--- src/rtl/execute_pipe.sv ---
// Execute stage: single-cycle ALU, compare flags, branch target generation,
// and an iterative shift-add multiplier. A one-entry result register faces a
// valid/ready handshake on each side.
module execute_pipe #(
  parameter int DATA_W = 16,
  parameter int IMM_W  = 7,
  parameter int IDX_W  = 5
) (
  input  logic              clk,
  input  logic              reset,
  input  logic              flush,
  input  logic              in_valid,
  output logic              in_ready,
  input  logic [4:0]        control_in,
  input  logic [IDX_W-1:0]  dest_index_in,
  input  logic [DATA_W-1:0] reg1_data,
  input  logic [DATA_W-1:0] reg2_data,
  input  logic [DATA_W-1:0] npc,
  input  logic [IMM_W-1:0]  immediate,
  output logic              out_valid,
  input  logic              out_ready,
  output logic [4:0]        control_out,
  output logic [IDX_W-1:0]  dest_index_out,
  output logic [DATA_W-1:0] result_out,
  output logic [DATA_W-1:0] target,
  output logic              DEST_REG_WRITE_EN,
  output logic              ZF,
  output logic              GF,
  output logic              LF
);

  localparam int SH_W  = $clog2(DATA_W);
  localparam int CNT_W = $clog2(DATA_W);
  localparam logic [CNT_W-1:0] CNT_LAST = CNT_W'(DATA_W - 1);

  localparam logic [0:0] IDLE     = 1'b0;
  localparam logic [0:0] MUL_BUSY = 1'b1;

  localparam logic [4:0] OP_SUB  = 5'b00001;
  localparam logic [4:0] OP_ADD  = 5'b00010;
  localparam logic [4:0] OP_ADDI = 5'b00011;
  localparam logic [4:0] OP_AND  = 5'b00100;
  localparam logic [4:0] OP_OR   = 5'b00101;
  localparam logic [4:0] OP_XOR  = 5'b00110;
  localparam logic [4:0] OP_SLL  = 5'b00111;
  localparam logic [4:0] OP_SRL  = 5'b01000;
  localparam logic [4:0] OP_CMP  = 5'b01001;
  localparam logic [4:0] OP_MUL  = 5'b01010;
  localparam logic [4:0] OP_BR   = 5'b01011;

  // Architectural / pipeline registers
  logic [0:0]        state_q,     state_d;
  logic              out_valid_q, out_valid_d;
  logic [4:0]        ctrl_q,      ctrl_d;
  logic [IDX_W-1:0]  dest_q,      dest_d;
  logic [DATA_W-1:0] result_q,    result_d;
  logic [DATA_W-1:0] target_q,    target_d;
  logic              we_q,        we_d;
  logic              zf_q,        zf_d;
  logic              gf_q,        gf_d;
  logic              lf_q,        lf_d;

  // Multiplier working registers
  logic [CNT_W-1:0]  cnt_q,    cnt_d;
  logic [DATA_W-1:0] mcand_q,  mcand_d;
  logic [DATA_W-1:0] mplier_q, mplier_d;
  logic [DATA_W-1:0] acc_q,    acc_d;

  // Combinational helpers
  logic [DATA_W-1:0] imm_ext;
  logic [DATA_W-1:0] alu_res;
  logic              alu_we;
  logic [DATA_W-1:0] acc_step;
  logic              accept;
  logic              cmp_eq, cmp_gt, cmp_lt;

  assign imm_ext  = {{(DATA_W-IMM_W){immediate[IMM_W-1]}}, immediate};
  assign in_ready = (state_q == IDLE) && (!out_valid_q || out_ready);
  assign accept   = in_valid && in_ready;
  assign acc_step = acc_q + (mplier_q[0] ? mcand_q : '0);

  assign cmp_eq = (reg1_data == reg2_data);
  assign cmp_gt = ($signed(reg1_data) > $signed(reg2_data));
  assign cmp_lt = ($signed(reg1_data) < $signed(reg2_data));

  // Single-cycle ALU result and write-enable decode
  always_comb begin
    alu_res = '0;
    alu_we  = 1'b0;
    case (control_in)
      OP_SUB:  begin alu_res = reg1_data - reg2_data;            alu_we = 1'b1; end
      OP_ADD:  begin alu_res = reg1_data + reg2_data;            alu_we = 1'b1; end
      OP_ADDI: begin alu_res = reg1_data + imm_ext;              alu_we = 1'b1; end
      OP_AND:  begin alu_res = reg1_data & reg2_data;            alu_we = 1'b1; end
      OP_OR:   begin alu_res = reg1_data | reg2_data;            alu_we = 1'b1; end
      OP_XOR:  begin alu_res = reg1_data ^ reg2_data;            alu_we = 1'b1; end
      OP_SLL:  begin alu_res = reg1_data << reg2_data[SH_W-1:0]; alu_we = 1'b1; end
      OP_SRL:  begin alu_res = reg1_data >> reg2_data[SH_W-1:0]; alu_we = 1'b1; end
      OP_MUL:  begin alu_res = '0;                               alu_we = 1'b1; end
      OP_CMP:  begin alu_res = '0;                               alu_we = 1'b0; end
      OP_BR:   begin alu_res = '0;                               alu_we = 1'b0; end
      default: begin alu_res = '0;                               alu_we = 1'b0; end
    endcase
  end

  // Next-state: flush beats an in-flight multiply, which beats acceptance
  always_comb begin
    state_d     = state_q;
    out_valid_d = out_valid_q;
    ctrl_d      = ctrl_q;
    dest_d      = dest_q;
    result_d    = result_q;
    target_d    = target_q;
    we_d        = we_q;
    zf_d        = zf_q;
    gf_d        = gf_q;
    lf_d        = lf_q;
    cnt_d       = cnt_q;
    mcand_d     = mcand_q;
    mplier_d    = mplier_q;
    acc_d       = acc_q;

    if (flush) begin
      out_valid_d = 1'b0;
      state_d     = IDLE;
      cnt_d       = '0;
    end else if (state_q == MUL_BUSY) begin
      // One partial product per cycle; the last step writes straight to the
      // result register so the answer appears after exactly DATA_W edges.
      acc_d    = acc_step;
      mcand_d  = mcand_q << 1;
      mplier_d = mplier_q >> 1;
      cnt_d    = cnt_q + CNT_W'(1);
      if (cnt_q == CNT_LAST) begin
        state_d     = IDLE;
        out_valid_d = 1'b1;
        result_d    = acc_step;
        cnt_d       = '0;
      end
    end else if (accept) begin
      ctrl_d   = control_in;
      dest_d   = dest_index_in;
      we_d     = alu_we;
      target_d = (control_in == OP_BR) ? (npc + imm_ext) : npc;
      if (control_in == OP_MUL) begin
        state_d     = MUL_BUSY;
        out_valid_d = 1'b0;
        acc_d       = '0;
        mcand_d     = reg1_data;
        mplier_d    = reg2_data;
        cnt_d       = '0;
      end else begin
        out_valid_d = 1'b1;
        result_d    = alu_res;
        if (control_in == OP_CMP) begin
          zf_d = cmp_eq;
          gf_d = cmp_gt;
          lf_d = cmp_lt;
        end
      end
    end else if (out_ready) begin
      out_valid_d = 1'b0;
    end
  end

  // State registers with synchronous reset
  always_ff @(posedge clk) begin
    if (reset) begin
      state_q     <= IDLE;
      out_valid_q <= 1'b0;
      ctrl_q      <= '0;
      dest_q      <= '0;
      result_q    <= '0;
      target_q    <= '0;
      we_q        <= 1'b0;
      zf_q        <= 1'b0;
      gf_q        <= 1'b0;
      lf_q        <= 1'b0;
      cnt_q       <= '0;
      mcand_q     <= '0;
      mplier_q    <= '0;
      acc_q       <= '0;
    end else begin
      state_q     <= state_d;
      out_valid_q <= out_valid_d;
      ctrl_q      <= ctrl_d;
      dest_q      <= dest_d;
      result_q    <= result_d;
      target_q    <= target_d;
      we_q        <= we_d;
      zf_q        <= zf_d;
      gf_q        <= gf_d;
      lf_q        <= lf_d;
      cnt_q       <= cnt_d;
      mcand_q     <= mcand_d;
      mplier_q    <= mplier_d;
      acc_q       <= acc_d;
    end
  end

  assign out_valid         = out_valid_q;
  assign control_out       = ctrl_q;
  assign dest_index_out    = dest_q;
  assign result_out        = result_q;
  assign target            = target_q;
  assign DEST_REG_WRITE_EN = we_q;
  assign ZF                = zf_q;
  assign GF                = gf_q;
  assign LF                = lf_q;

endmodule

--- config.mk ---
export PLATFORM = sky130hd
export DESIGN_NAME = execute_pipe
export DESIGN_NICKNAME = d
export VERILOG_FILES = /design/src/rtl/execute_pipe.sv
export SDC_FILE = /design/constraint.sdc
export NUM_CORES = 1
export LEC_CHECK = 0
export CELL_PAD_IN_SITES_DETAIL_PLACEMENT = 0
export CELL_PAD_IN_SITES_GLOBAL_PLACEMENT = 1
export CORE_ASPECT_RATIO = 1.2
export CORE_MARGIN = 2
export CORE_UTILIZATION = 52
export CTS_CLUSTER_DIAMETER = 120
export DETAILED_ROUTE_END_ITERATION = 12
export DONT_BUFFER_PORTS = 1
export PLACE_DENSITY = 0.93
export SLEW_MARGIN = 25
export SYNTH_ARGS = -nofsm -noshare
export SYNTH_HDL_FRONTEND = slang
export SYNTH_SLANG_ARGS = --single-unit
--- constraint.sdc ---
create_clock -name clk -period 10.5 [get_ports clk]
set_input_delay 3.15 -clock clk [delete_from_list [all_inputs] [get_ports clk]]
set_output_delay 3.15 -clock clk [all_outputs]
set_load 0.005 [all_outputs]
==> impl_metrics.prom, run 1 <==
# TYPE chip_impl_metric gauge
chip_impl_metric{name="numCtsBuffers",unit=""} 9
chip_impl_info{name="yosysTopAreaCell",value="dfxtp_1"} 1
chip_impl_metric{name="relSlewSlack",unit=""} 0.347
chip_impl_metric{name="globalplace.congestion",unit=""} 1.01
chip_impl_metric{name="cts.path.max_buffers",unit=""} 2
chip_impl_info{name="critical_path.endpoint_type",value="output pin"} 1
chip_impl_metric{name="routedWlPerCell",unit="µm"} 21.5
chip_impl_metric{name="ctsHtreeMaxLevel",unit=""} 3
chip_impl_metric{name="grt_use_total",unit=""} 0.304
chip_impl_metric{name="number_of_maximum_capacitance_constraint_violations",unit=""} 0
chip_impl_metric{name="power_density",unit="nW/µm²"} 99.9
chip_impl_metric{name="synth_area_per_cell",unit="µm²"} 7.74
chip_impl_metric{name="cts_setup_buffers",unit=""} 0
chip_impl_metric{name="synth.cell_area",unit="µm²"} 9680
chip_impl_metric{name="grt_util_met2",unit=""} 0.504
chip_impl_metric{name="setup_viol_count_final",unit=""} 0
chip_impl_info{name="critPathTopFamily",value="compound AO/OA/AOI/OAI gates"} 1
chip_impl_info{name="grt_setup_unrepaired",value="no"} 1
chip_impl_metric{name="timing.critical_path.slowest_cell_delay",unit="ns"} 0.33
chip_impl_metric{name="cts_resized",unit=""} 0
chip_impl_metric{name="fin_crit",unit="ns"} 6.66
chip_impl_info{name="min_path_type",value="flop to flop"} 1
chip_impl_info{name="cts_root_buf",value="clkbuf_16"} 1
chip_impl_metric{name="initial_core_utilization",unit=""} 0.531
chip_impl_metric{name="grt_use_met1",unit=""} 0.390
chip_impl_metric{name="parity_gate_share_of_the_synthesized_area_counting_xor_and_xnor_cells",unit=""} 0.0344
chip_impl_metric{name="post_synth_num_cell_types",unit=""} 76
chip_impl_metric{name="die_h",unit="µm"} 153
chip_impl_metric{name="post_synth_and_or_nand_nor_area_fraction",unit=""} 0.200
chip_impl_metric{name="synth_top_area_frac",unit=""} 0.207
chip_impl_metric{name="number_of_global_route_vias_before_repair",unit=""} 8669
chip_impl_metric{name="syn-instance-count",unit=""} 1250
chip_impl_metric{name="final.setup_skew",unit="ns"} 0.0102
chip_impl_metric{name="filler_cell_count",unit=""} 1750
chip_impl_metric{name="final_layout_size_suffix_gt1_frac",unit=""} 0.0560
chip_impl_metric{name="post_route_drc",unit=""} 0
chip_impl_metric{name="fmaxAchievable",unit="MHz"} 150
chip_impl_metric{name="cts_hold_buffers",unit=""} 0
chip_impl_metric{name="detail-route-antenna-nets",unit=""} 0
chip_impl_info{name="busiest_layer",value="met2"} 1
chip_impl_metric{name="area_delta_synth_final",unit="%"} 3.10
chip_impl_info{name="criticalPathCategory",value="primary input to output pin"} 1
chip_impl_metric{name="first_pass_grt_wire_length",unit="mm"} 47.4
chip_impl_metric{name="post-route-period-util",unit=""} 0.634
chip_impl_metric{name="timing.critical_path.required",unit="ns"} 7.35
chip_impl_metric{name="synth_compound_gate_area_share",unit=""} 0.255
chip_impl_metric{name="synth.net_count",unit=""} 1421
chip_impl_metric{name="dpl_cells",unit=""} 1406
chip_impl_metric{name="arrival",unit="ns"} 3.51
chip_impl_metric{name="totalWireLength",unit="mm"} 30.5
chip_impl_metric{name="synth_edf_count",unit=""} 0
chip_impl_metric{name="total_die_area",unit="µm²"} 19700
chip_impl_info{name="startpoint_type",value="primary input"} 1
chip_impl_info{name="synth_area_leaders",value="dfxtp_1, ha_1, mux2i_1"} 1
chip_impl_metric{name="clk_pin_slew",unit="ns"} 0.07
chip_impl_metric{name="irDropWorstVdd",unit="mV"} 0.0609
chip_impl_metric{name="drt_iter0_drc",unit=""} 834
chip_impl_metric{name="multi_input_area",unit="µm²"} 7110
chip_impl_metric{name="grt_max_degree",unit=""} 85
chip_impl_metric{name="clock_sink_total",unit=""} 100
chip_impl_metric{name="worst-path-buf-inv",unit=""} 1
chip_impl_metric{name="synthesized_area_fraction_occupied_by_adder_cells",unit=""} 0.134
chip_impl_info{name="timing.critical_path.slowest_stage_cell",value="a21oi_1"} 1
chip_impl_metric{name="mean_number_of_vias_per_cell",unit=""} 6.58
chip_impl_metric{name="synthMuxAreaShare",unit=""} 0.111
chip_impl_metric{name="insertedDiodeCount",unit=""} 0
chip_impl_metric{name="placeableCoreArea",unit="µm²"} 18200
chip_impl_metric{name="port_buffers",unit=""} 0
chip_impl_metric{name="global_route.usage.met3",unit=""} 0.0616
chip_impl_metric{name="slew_violations",unit=""} 0
chip_impl_metric{name="seqCellArea",unit="µm²"} 2000
chip_impl_metric{name="finalHoldViolCount",unit=""} 0
chip_impl_metric{name="tns",unit="ns"} 0
chip_impl_info{name="tritoncts",value="built"} 1
chip_impl_metric{name="postLayoutCellArea",unit="µm²"} 9980
chip_impl_info{name="result_of_the_run",value="complete, no violations"} 1
chip_impl_metric{name="postPlaceCellArea",unit="µm²"} 9680
chip_impl_metric{name="drt_pre_antenna_iters",unit=""} 5
chip_impl_info{name="path_cells",value="inv_1 > a21oi_1"} 1
chip_impl_metric{name="final_cells",unit=""} 1421
chip_impl_metric{name="synth-async-reset-ratio",unit=""} 0
chip_impl_metric{name="die_x",unit="µm"} 129
chip_impl_metric{name="synth_seq_area_share",unit=""} 0.207
chip_impl_metric{name="worst_skew_pair.late_latency",unit="ns"} 0.35
chip_impl_metric{name="dp_hpwl",unit="mm"} 22.7
chip_impl_metric{name="route.vias.total",unit=""} 9352
chip_impl_metric{name="worst_slew_pin_slew",unit="ns"} 0.976
chip_impl_info{name="largest_family_of_logic_cells_by_synthesized_area",value="compound AO/OA/AOI/OAI gates"} 1
chip_impl_metric{name="static-leakage-power",unit="µW"} 0.00394
chip_impl_info{name="yosys_most_used_dff",value="dfxtp_1"} 1
chip_impl_metric{name="top_level_ports",unit=""} 118
chip_impl_metric{name="layout.nets",unit=""} 1364
chip_impl_metric{name="critPathMaxFanout",unit=""} 5
chip_impl_metric{name="gr-total-overflow",unit=""} 0
chip_impl_metric{name="ys_ff_latch",unit=""} 100
chip_impl_metric{name="antenna_found_initial",unit=""} 0
chip_impl_metric{name="synth_warnings",unit=""} 0
chip_impl_metric{name="rows",unit=""} 54
cells in the mapped netlist (17+ instances only):
master    instances
nor3_1           46
nand2_1         108
o22ai_1          22
xnor2_1          27
dfxtp_1         100
inv_1            60
nor2_1          143
mux2i_1          67
a31oi_1          17
nand3_1          33
a211oi_1         56
o21ai_0          48
ha_1             97
a21o_1           26
a21oi_1          94
clkbuf_1         45
and2_1           20
placed cells by master, fill, tap and decap left out, drive strengths merged, types with 33 or more instances in the layout:
cell type and instances:
a211oi 58, nand3 33, dfxtp 100, a21oi 94, mux2i 67, o21ai 48, nor3 49, nor2 145
ha 97, inv 61, nand2 109
worst min-delay path: stages, from the launching register on:
cell     delay, ns
dfxtp_1       0.32
nand2_1       0.05
a21oi_1       0.05
through the flow:
| stage | total power, µW | hold slack (ns) | setup slack (ns) | utilization |
|---|---|---|---|---|
| 3_3_place_gp | 651 | 0.443 | 3.85 | 0.531 |
| 3_5_place_dp | 654 | 0.446 | 3.79 | 0.531 |
| 6_report | 996 | 0.459 | 3.84 | 0.547 |
| 5_1_grt | 1040 | 0.483 | 3.78 | 0.547 |
| 4_1_cts | 993 | 0.457 | 3.84 | 0.547 |
| 2_1_floorplan | 620 | 0.432 | 3.89 | - |
registers in the layout (all words and copies together) (netlist names):
signal             count
acc_q                 16
mcand_q               16
mplier_q              16
result_out            16
target                16
control_out            5
dest_index_out         5
cnt_q                  4
DEST_REG_WRITE_EN      1
GF                     1
LF                     1
ZF                     1
out_valid              1
state_q                1
cell type report:
class | instances | share of cell area
multi-input combinational | 1012 | 0.712
timing repair buffer | 7 | 0.00527
sequential | 100 | 0.201
clock inverter | 5 | 0.00614
inverter | 63 | 0.0237
tap | 224 | 0.0281
clock buffer | 10 | 0.0239
worst paths after layout:
check / slack (ns) / cells past startpoint / from / to
setup / recovery: 3.84 / 2 / out_ready / in_ready
hold / removal: 0.46 / 2 / acc_q[3] / acc_q[3]
setup reg to reg: 7.35 / 11 / mplier_q[0] / result_out[14]
hold reg to reg: 0.46 / 2 / acc_q[3] / acc_q[3]
per-layer routing:
metal  vias up  share of wire
li1       4467              -
met1      4392           0.42
met2       417           0.46
met3        76          0.084
met4         0          0.033
met5         -              0
power by group:
part	leakage [µW]	total, µW	internal, µW	switching (µW)
logic	0.00297	251	108	143
registers	0.000813	402	391	10.9
clock network	0.000149	344	192	153
total	0.00394	996	690	306
logic make-up (layout without fill, tap and decap cells):
kind of cell / Yosys count / in the layout
xor+xnor: 38 / 38
compound gates: 365 / 365
buf+inv: 138 / 85
mux: 91 / 91
simple gates: 417 / 417
fa+ha+maj: 101 / 101
flops: 100 / 100
(Power assumes the default switching activity.)
==> run 2, diff against run 1 <==
--- a/config.mk
+++ b/config.mk
@@ -9,11 +9,11 @@
 export CELL_PAD_IN_SITES_GLOBAL_PLACEMENT = 1
 export CORE_ASPECT_RATIO = 1.2
 export CORE_MARGIN = 2
-export CORE_UTILIZATION = 52
+export CORE_UTILIZATION = 44
 export CTS_CLUSTER_DIAMETER = 120
 export DETAILED_ROUTE_END_ITERATION = 12
 export DONT_BUFFER_PORTS = 1
-export PLACE_DENSITY = 0.93
+export PLACE_DENSITY = 0.84
 export SLEW_MARGIN = 25
 export SYNTH_ARGS = -nofsm -noshare
 export SYNTH_HDL_FRONTEND = slang
==> constraint.sdc (replaced) <==
create_clock -name clk -period 5.9 [get_ports clk]
set_input_delay 1.77 -clock clk [delete_from_list [all_inputs] [get_ports clk]]
set_output_delay 1.77 -clock clk [all_outputs]
set_load 0.005 [all_outputs]
==> impl_metrics.prom, run 2 (synthesis results as in run 1) <==
# TYPE chip_impl_metric gauge
chip_impl_metric{name="drt_pre_antenna_iters",unit=""} 7
chip_impl_metric{name="worst_hold_path.num_cells",unit=""} 2
chip_impl_info{name="rr_startpoint",value="mplier_q[0]"} 1
chip_impl_metric{name="layout.nets",unit=""} 1369
chip_impl_metric{name="port_buffers",unit=""} 0
chip_impl_metric{name="gr-total-overflow",unit=""} 0
chip_impl_metric{name="slew_violations",unit=""} 0
chip_impl_metric{name="grt_use_total",unit=""} 0.269
chip_impl_info{name="r2r_end",value="result_out[15]"} 1
chip_impl_metric{name="dpl_cells",unit=""} 1461
chip_impl_metric{name="mean_number_of_vias_per_cell",unit=""} 6.25
chip_impl_metric{name="postLayoutCellArea",unit="µm²"} 10100
chip_impl_metric{name="fin_crit",unit="ns"} 5.03
chip_impl_metric{name="setup_viol_count_final",unit=""} 0
chip_impl_metric{name="detail-route-antenna-nets",unit=""} 0
chip_impl_metric{name="tns",unit="ns"} 0
chip_impl_metric{name="drt_iter0_drc",unit=""} 701
chip_impl_metric{name="antenna_found_initial",unit=""} 0
chip_impl_metric{name="static-leakage-power",unit="µW"} 0.00397
chip_impl_metric{name="power_density",unit="nW/µm²"} 181
chip_impl_info{name="tritoncts",value="built"} 1
chip_impl_metric{name="grt_max_degree",unit=""} 85
chip_impl_metric{name="number_of_maximum_capacitance_constraint_violations",unit=""} 0
chip_impl_metric{name="number_of_global_route_vias_before_repair",unit=""} 8776
chip_impl_metric{name="worst_setup_slack_before_clock_tree_synthesis",unit="ns"} 0.583
chip_impl_metric{name="relSlewSlack",unit=""} 0.350
chip_impl_metric{name="fin_ws",unit="ns"} 0.870
chip_impl_info{name="cts_root_buf",value="clkbuf_16"} 1
chip_impl_metric{name="critPathMaxFanout",unit=""} 17
chip_impl_info{name="result_of_the_run",value="complete, no violations"} 1
chip_impl_info{name="timing.hold.worst_endpoint",value="acc_q[6]"} 1
chip_impl_metric{name="post-route-period-util",unit=""} 0.853
chip_impl_metric{name="rrSetupSlack",unit="ns"} 2.72
chip_impl_metric{name="first_pass_grt_wire_length",unit="mm"} 50.1
chip_impl_metric{name="rows",unit=""} 59
chip_impl_metric{name="post-route-util",unit=""} 0.467
chip_impl_info{name="worst_hold_startpoint",value="acc_q[6]"} 1
chip_impl_metric{name="clock_sink_total",unit=""} 100
chip_impl_metric{name="initial_core_utilization",unit=""} 0.448
chip_impl_info{name="layout_commonest_cell",value="nor2_1"} 1
chip_impl_metric{name="cts_resized",unit=""} 0
chip_impl_metric{name="final_layout_size_suffix_gt1_frac",unit=""} 0.0607
chip_impl_metric{name="totalWireLength",unit="mm"} 31.7
chip_impl_metric{name="worst_skew_pair.late_latency",unit="ns"} 0.35
chip_impl_metric{name="globalplace.congestion",unit=""} 0.998
chip_impl_metric{name="final.setup_skew",unit="ns"} 0.0123
chip_impl_metric{name="top_level_ports",unit=""} 118
chip_impl_info{name="startpoint_type",value="primary input"} 1
chip_impl_info{name="min_path_type",value="flop to flop"} 1
chip_impl_metric{name="dp_hpwl",unit="mm"} 23.6
chip_impl_metric{name="cts.path.max_buffers",unit=""} 2
chip_impl_metric{name="total_die_area",unit="µm²"} 23200
chip_impl_info{name="criticalPathCategory",value="primary input to flop"} 1
chip_impl_info{name="grt_setup_unrepaired",value="no"} 1
chip_impl_metric{name="clk_pin_slew",unit="ns"} 0.08
chip_impl_metric{name="worst_slew_pin_slew",unit="ns"} 0.969
chip_impl_info{name="critical_path.endpoint_type",value="flop"} 1
chip_impl_metric{name="die_h",unit="µm"} 166
chip_impl_metric{name="die_x",unit="µm"} 139
chip_impl_metric{name="cts_hold_buffers",unit=""} 0
chip_impl_metric{name="ctsHtreeMaxLevel",unit=""} 3
chip_impl_metric{name="finalHoldViolCount",unit=""} 0
chip_impl_metric{name="numCtsBuffers",unit=""} 9
chip_impl_metric{name="arrival",unit="ns"} 5.25
chip_impl_metric{name="timing.critical_path.required",unit="ns"} 6.12
chip_impl_metric{name="route.vias.total",unit=""} 9231
chip_impl_metric{name="fmaxAchievable",unit="MHz"} 199
chip_impl_metric{name="placeableCoreArea",unit="µm²"} 21600
chip_impl_metric{name="irDropWorstVdd",unit="mV"} 0.225
chip_impl_metric{name="final_cells",unit=""} 1477
chip_impl_metric{name="postPlaceCellArea",unit="µm²"} 9780
chip_impl_info{name="highest_count_cells_in_the_layout_ignoring_fill_and_taps",value="nor2_1, nand2_1, dfxtp_1"} 1
chip_impl_metric{name="worst_r2r_path_depth",unit=""} 10
chip_impl_metric{name="insertedDiodeCount",unit=""} 0
chip_impl_metric{name="routedWlPerCell",unit="µm"} 21.5
chip_impl_metric{name="post_route_drc",unit=""} 0
chip_impl_metric{name="area_delta_synth_final",unit="%"} 4.38
chip_impl_metric{name="cts_setup_buffers",unit=""} 0
==> run 2: cell count changes in the layout (fill, tap and decap cells not counted) <==
| cell | change |
|---|---|
| buf_4 | +5 |
| bufinv_16 | +1 |
| clkbuf_8 | -1 |
| clkinv_4 | -1 |
| clkinvlp_4 | +1 |
| inv_6 | +1 |
==> run 2: area by class of cell <==
cell class,count,area (µm²)
Fill cell,2145,11500
Inverter,63,236
Clock inverter,7,98.8
Clock buffer,9,225
Timing Repair Buffer,12,90.1
Multi-Input combinational cell,1012,7110
Sequential cell,100,2000
Tap cell,274,343
==> run 2: worst max path at each step <==
stage	from	to	slack, ns
floorplan	control_in[3]	result_out[14]	1.22
global placement	control_in[2]	result_out[14]	0.60
detailed placement	control_in[2]	result_out[14]	0.58
CTS	control_in[2]	result_out[14]	0.95
global route	control_in[2]	result_out[14]	0.61
finish	control_in[2]	result_out[14]	0.87
==> run 2: critical path, stage by stage <==
cell and delay (ns):
nor3_1 0.27, nand3_1 0.58, mux2_2 0.49, ha_1 0.19, inv_1 0.08, fa_1 0.20
nand3b_1 0.14, a21oi_1 0.09, o31ai_1 0.38, a21oi_1 0.21, a221oi_1 0.35, xnor2_1 0.11
a211oi_1 0.31, o41ai_2 0.08
==> run 2: layer usage <==
metal / vias to the layer above / GRT usage / share of wire
met5: - / 0 / 0
met4: 0 / 0.0760 / 0.023
met3: 52 / 0.0414 / 0.068
met2: 342 / 0.448 / 0.47
met1: 4378 / 0.361 / 0.44
li1: 4459 / - / -
==> run 2: report_power, final <==
part | leakage (µW) | switching (µW) | internal (µW)
clock network | 0.000156 | 293 | 376
logic | 0.00300 | 256 | 193
registers | 0.000813 | 18.6 | 695
total | 0.00397 | 567 | 1260
==> run 2: per-stage QoR <==
stage | hold slack [ns] | total power, µW
floorplan | 0.432 | 1100
global placement | 0.444 | 1160
detailed placement | 0.445 | 1170
CTS | 0.456 | 1840
global route | 0.478 | 1920
finish | 0.459 | 1830
==> run 3, diff against run 2 <==
--- a/config.mk
+++ b/config.mk
@@ -9,11 +9,11 @@
 export CELL_PAD_IN_SITES_GLOBAL_PLACEMENT = 1
 export CORE_ASPECT_RATIO = 1.2
 export CORE_MARGIN = 2
-export CORE_UTILIZATION = 44
+export CORE_UTILIZATION = 49
 export CTS_CLUSTER_DIAMETER = 120
 export DETAILED_ROUTE_END_ITERATION = 12
 export DONT_BUFFER_PORTS = 1
-export PLACE_DENSITY = 0.84
+export PLACE_DENSITY = 0.88
 export SLEW_MARGIN = 25
 export SYNTH_ARGS = -nofsm -noshare
 export SYNTH_HDL_FRONTEND = slang
==> constraint.sdc (replaced) <==
create_clock -name clk -period 4.7 [get_ports clk]
set_input_delay 0.705 -clock clk [delete_from_list [all_inputs] [get_ports clk]]
set_output_delay 0.705 -clock clk [all_outputs]
set_load 0.005 [all_outputs]
==> impl_metrics.prom, run 3 (synthesis results as in run 1) <==
# TYPE chip_impl_metric gauge
chip_impl_metric{name="top_level_ports",unit=""} 118
chip_impl_metric{name="gr-total-overflow",unit=""} 0
chip_impl_info{name="critical_path.endpoint_type",value="flop"} 1
chip_impl_info{name="cp-startpoint",value="control_in[2]"} 1
chip_impl_metric{name="insertedDiodeCount",unit=""} 0
chip_impl_info{name="startpoint_type",value="primary input"} 1
chip_impl_info{name="result_of_the_run",value="complete, no violations"} 1
chip_impl_metric{name="critPathMaxFanout",unit=""} 9
chip_impl_metric{name="cts_hold_buffers",unit=""} 0
chip_impl_metric{name="worst_slew_pin_slew",unit="ns"} 1.03
chip_impl_metric{name="timing.critical_path.slowest_cell_delay",unit="ns"} 0.42
chip_impl_info{name="tritoncts",value="built"} 1
chip_impl_metric{name="clk_pin_slew",unit="ns"} 0.07
chip_impl_info{name="cts_root_buf",value="clkbuf_16"} 1
chip_impl_metric{name="share_seq_of_total_power",unit=""} 0.401
chip_impl_metric{name="switching_share",unit=""} 0.309
chip_impl_info{name="top_layer",value="met5"} 1
chip_impl_metric{name="finalHoldViolCount",unit=""} 0
chip_impl_metric{name="number_of_global_route_vias_before_repair",unit=""} 8838
chip_impl_metric{name="setup_viol_count_final",unit=""} 0
chip_impl_metric{name="wl_met3",unit="mm"} 2.32
chip_impl_metric{name="initial_core_utilization",unit=""} 0.497
chip_impl_metric{name="fin_crit",unit="ns"} 3.64
chip_impl_metric{name="post_route_drc",unit=""} 0
chip_impl_metric{name="globalplace.congestion",unit=""} 0.947
chip_impl_metric{name="power_frac_clock",unit=""} 0.343
chip_impl_metric{name="internal_power",unit="µW"} 1550
chip_impl_metric{name="cts.path.max_buffers",unit=""} 2
chip_impl_metric{name="grt_max_degree",unit=""} 85
chip_impl_metric{name="dp_hpwl",unit="mm"} 24.0
chip_impl_metric{name="final.setup_skew",unit="ns"} 0.00979
chip_impl_metric{name="filler_cell_count",unit=""} 1971
chip_impl_metric{name="met2_length",unit="mm"} 14.8
chip_impl_info{name="path_cells",value="nor3_1 > nand3_1 > mux2_2 > ha_1 > inv_1 > fa_1 > nand3b_1 > a21oi_1 > o31ai_1 > a21oi_1 > a221oi_1 > xnor2_1 > a211oi_1 > o41ai_2"} 1
chip_impl_metric{name="die_h",unit="µm"} 158
chip_impl_metric{name="arrival",unit="ns"} 3.86
chip_impl_metric{name="detail_route.wirelength.met1",unit="mm"} 13.6
chip_impl_metric{name="multi_input_area",unit="µm²"} 7110
chip_impl_metric{name="cts_resized",unit=""} 0
chip_impl_metric{name="port_buffers",unit=""} 0
chip_impl_metric{name="combPwrFrac",unit=""} 0.256
chip_impl_metric{name="clock_sink_total",unit=""} 100
chip_impl_metric{name="finalHoldWorstSlack",unit="ns"} 0.425
chip_impl_metric{name="slew_violations",unit=""} 0
chip_impl_info{name="worst_hold_startpoint",value="reset"} 1
chip_impl_metric{name="worst_skew_pair.late_latency",unit="ns"} 0.35
chip_impl_metric{name="fmaxAchievable",unit="MHz"} 274
chip_impl_info{name="grt_setup_unrepaired",value="no"} 1
chip_impl_metric{name="grt_use_total",unit=""} 0.300
chip_impl_metric{name="routedWlPerCell",unit="µm"} 21.7
chip_impl_metric{name="antenna_found_initial",unit=""} 1
chip_impl_metric{name="mean_number_of_vias_per_cell",unit=""} 6.37
chip_impl_metric{name="rrSetupSlack",unit="ns"} 1.53
chip_impl_metric{name="numCtsBuffers",unit=""} 9
chip_impl_metric{name="area_delta_synth_final",unit="%"} 4.05
chip_impl_metric{name="totalWireLength",unit="mm"} 31.8
chip_impl_metric{name="tns",unit="ns"} 0
chip_impl_metric{name="number_of_maximum_capacitance_constraint_violations",unit=""} 0
chip_impl_metric{name="first_pass_grt_wire_length",unit="mm"} 49.6
chip_impl_metric{name="power_density",unit="nW/µm²"} 222
chip_impl_metric{name="total_die_area",unit="µm²"} 20900
chip_impl_metric{name="layout.nets",unit=""} 1370
chip_impl_info{name="highest_count_cells_in_the_layout_ignoring_fill_and_taps",value="nor2_1, nand2_1, dfxtp_1"} 1
chip_impl_metric{name="placeableCoreArea",unit="µm²"} 19500
chip_impl_info{name="min_path_type",value="primary input to flop"} 1
chip_impl_metric{name="rows",unit=""} 56
chip_impl_metric{name="irDropWorstVdd",unit="mV"} 0.162
chip_impl_metric{name="die_x",unit="µm"} 132
chip_impl_metric{name="seqCellArea",unit="µm²"} 2000
chip_impl_metric{name="ctsHtreeMaxLevel",unit=""} 3
chip_impl_metric{name="drt_pre_antenna_iters",unit=""} 5
chip_impl_metric{name="switchingPower",unit="µW"} 692
chip_impl_metric{name="route.vias.total",unit=""} 9323
chip_impl_info{name="critical-path-top-cell-by-count",value="a21oi_1"} 1
chip_impl_info{name="layout_commonest_cell",value="nor2_1"} 1
chip_impl_metric{name="static-leakage-power",unit="µW"} 0.00396
chip_impl_metric{name="detail-route-antenna-nets",unit=""} 0
chip_impl_info{name="timing.critical_path.slowest_stage_cell",value="fa_1"} 1
chip_impl_info{name="rr_startpoint",value="mplier_q[0]"} 1
chip_impl_metric{name="drt_iter0_drc",unit=""} 614
chip_impl_metric{name="final_layout_size_suffix_gt1_frac",unit=""} 0.0607
chip_impl_metric{name="relSlewSlack",unit=""} 0.307
chip_impl_metric{name="timing.critical_path.required",unit="ns"} 4.92
chip_impl_metric{name="post-route-period-util",unit=""} 0.775
chip_impl_metric{name="cts_setup_buffers",unit=""} 0
chip_impl_info{name="criticalPathCategory",value="primary input to flop"} 1
[run 3: changes by cell type in the layout (fill, tap and decap cells not counted), sizes merged]
cell / previous run / this run
buf: 12 / 13
bufinv: 2 / 1
clkbuf: 9 / 10
clkinv: 5 / 6
clkinvlp: 1 / 0
inv: 62 / 61
[run 3: final cells by class]
| type | count | share of cell area |
|---|---|---|
| timing repair buffer | 13 | 0.00969 |
| tap | 261 | 0.0324 |
| inverter | 63 | 0.0235 |
| multi-input combinational | 1012 | 0.706 |
| clock inverter | 5 | 0.00609 |
| sequential | 100 | 0.199 |
| clock buffer | 10 | 0.0237 |
[run 3: worst paths after layout]
check | end | cells after the start
min | dest_index_out[3] | 1
max reg2reg | result_out[14] | 11
min reg2reg | acc_q[7] | 2
max | result_out[14] | 14
[run 3: stage by stage]
stage	instances	area (µm²)	power, µW	util	worst slack, ns
6_report	1464	10100	2240	0.517	1.06
5_1_grt	1464	10100	2340	0.517	0.766
4_1_cts	1464	10100	2240	0.517	1.07
3_5_place_dp	1449	9770	1480	0.502	0.730
3_3_place_gp	1449	9770	1470	0.502	0.838
2_1_floorplan	1250	9680	1380	-	1.08
[run 3: critical path: cells and delay by family]
kind,cells,cell delay [ns]
AOI/OAI and AO/OA,6,1.23
and+or+nand+nor,3,0.80
adders and majority gates,2,0.58
muxes,1,0.33
xor gates and xnor gates,1,0.15
buffers and inverters,1,0.06
[run 3: power by group through the flow]
| stage | combinational, µW | clock [µW] | sequential [µW] |
|---|---|---|---|
| after floorplan | 478 | 0 | 907 |
| after global placement | 556 | 0 | 916 |
| after detailed placement | 560 | 0 | 917 |
| after CTS | 564 | 780 | 897 |
| after global routing | 631 | 811 | 899 |
| final | 572 | 768 | 897 |
[run 3: per-layer routing]
layer,up-vias,GRT usage
met1,4405,0.384
met4,2,0.0983
li1,4474,-
met2,373,0.513
met3,69,0.0548
met5,-,0
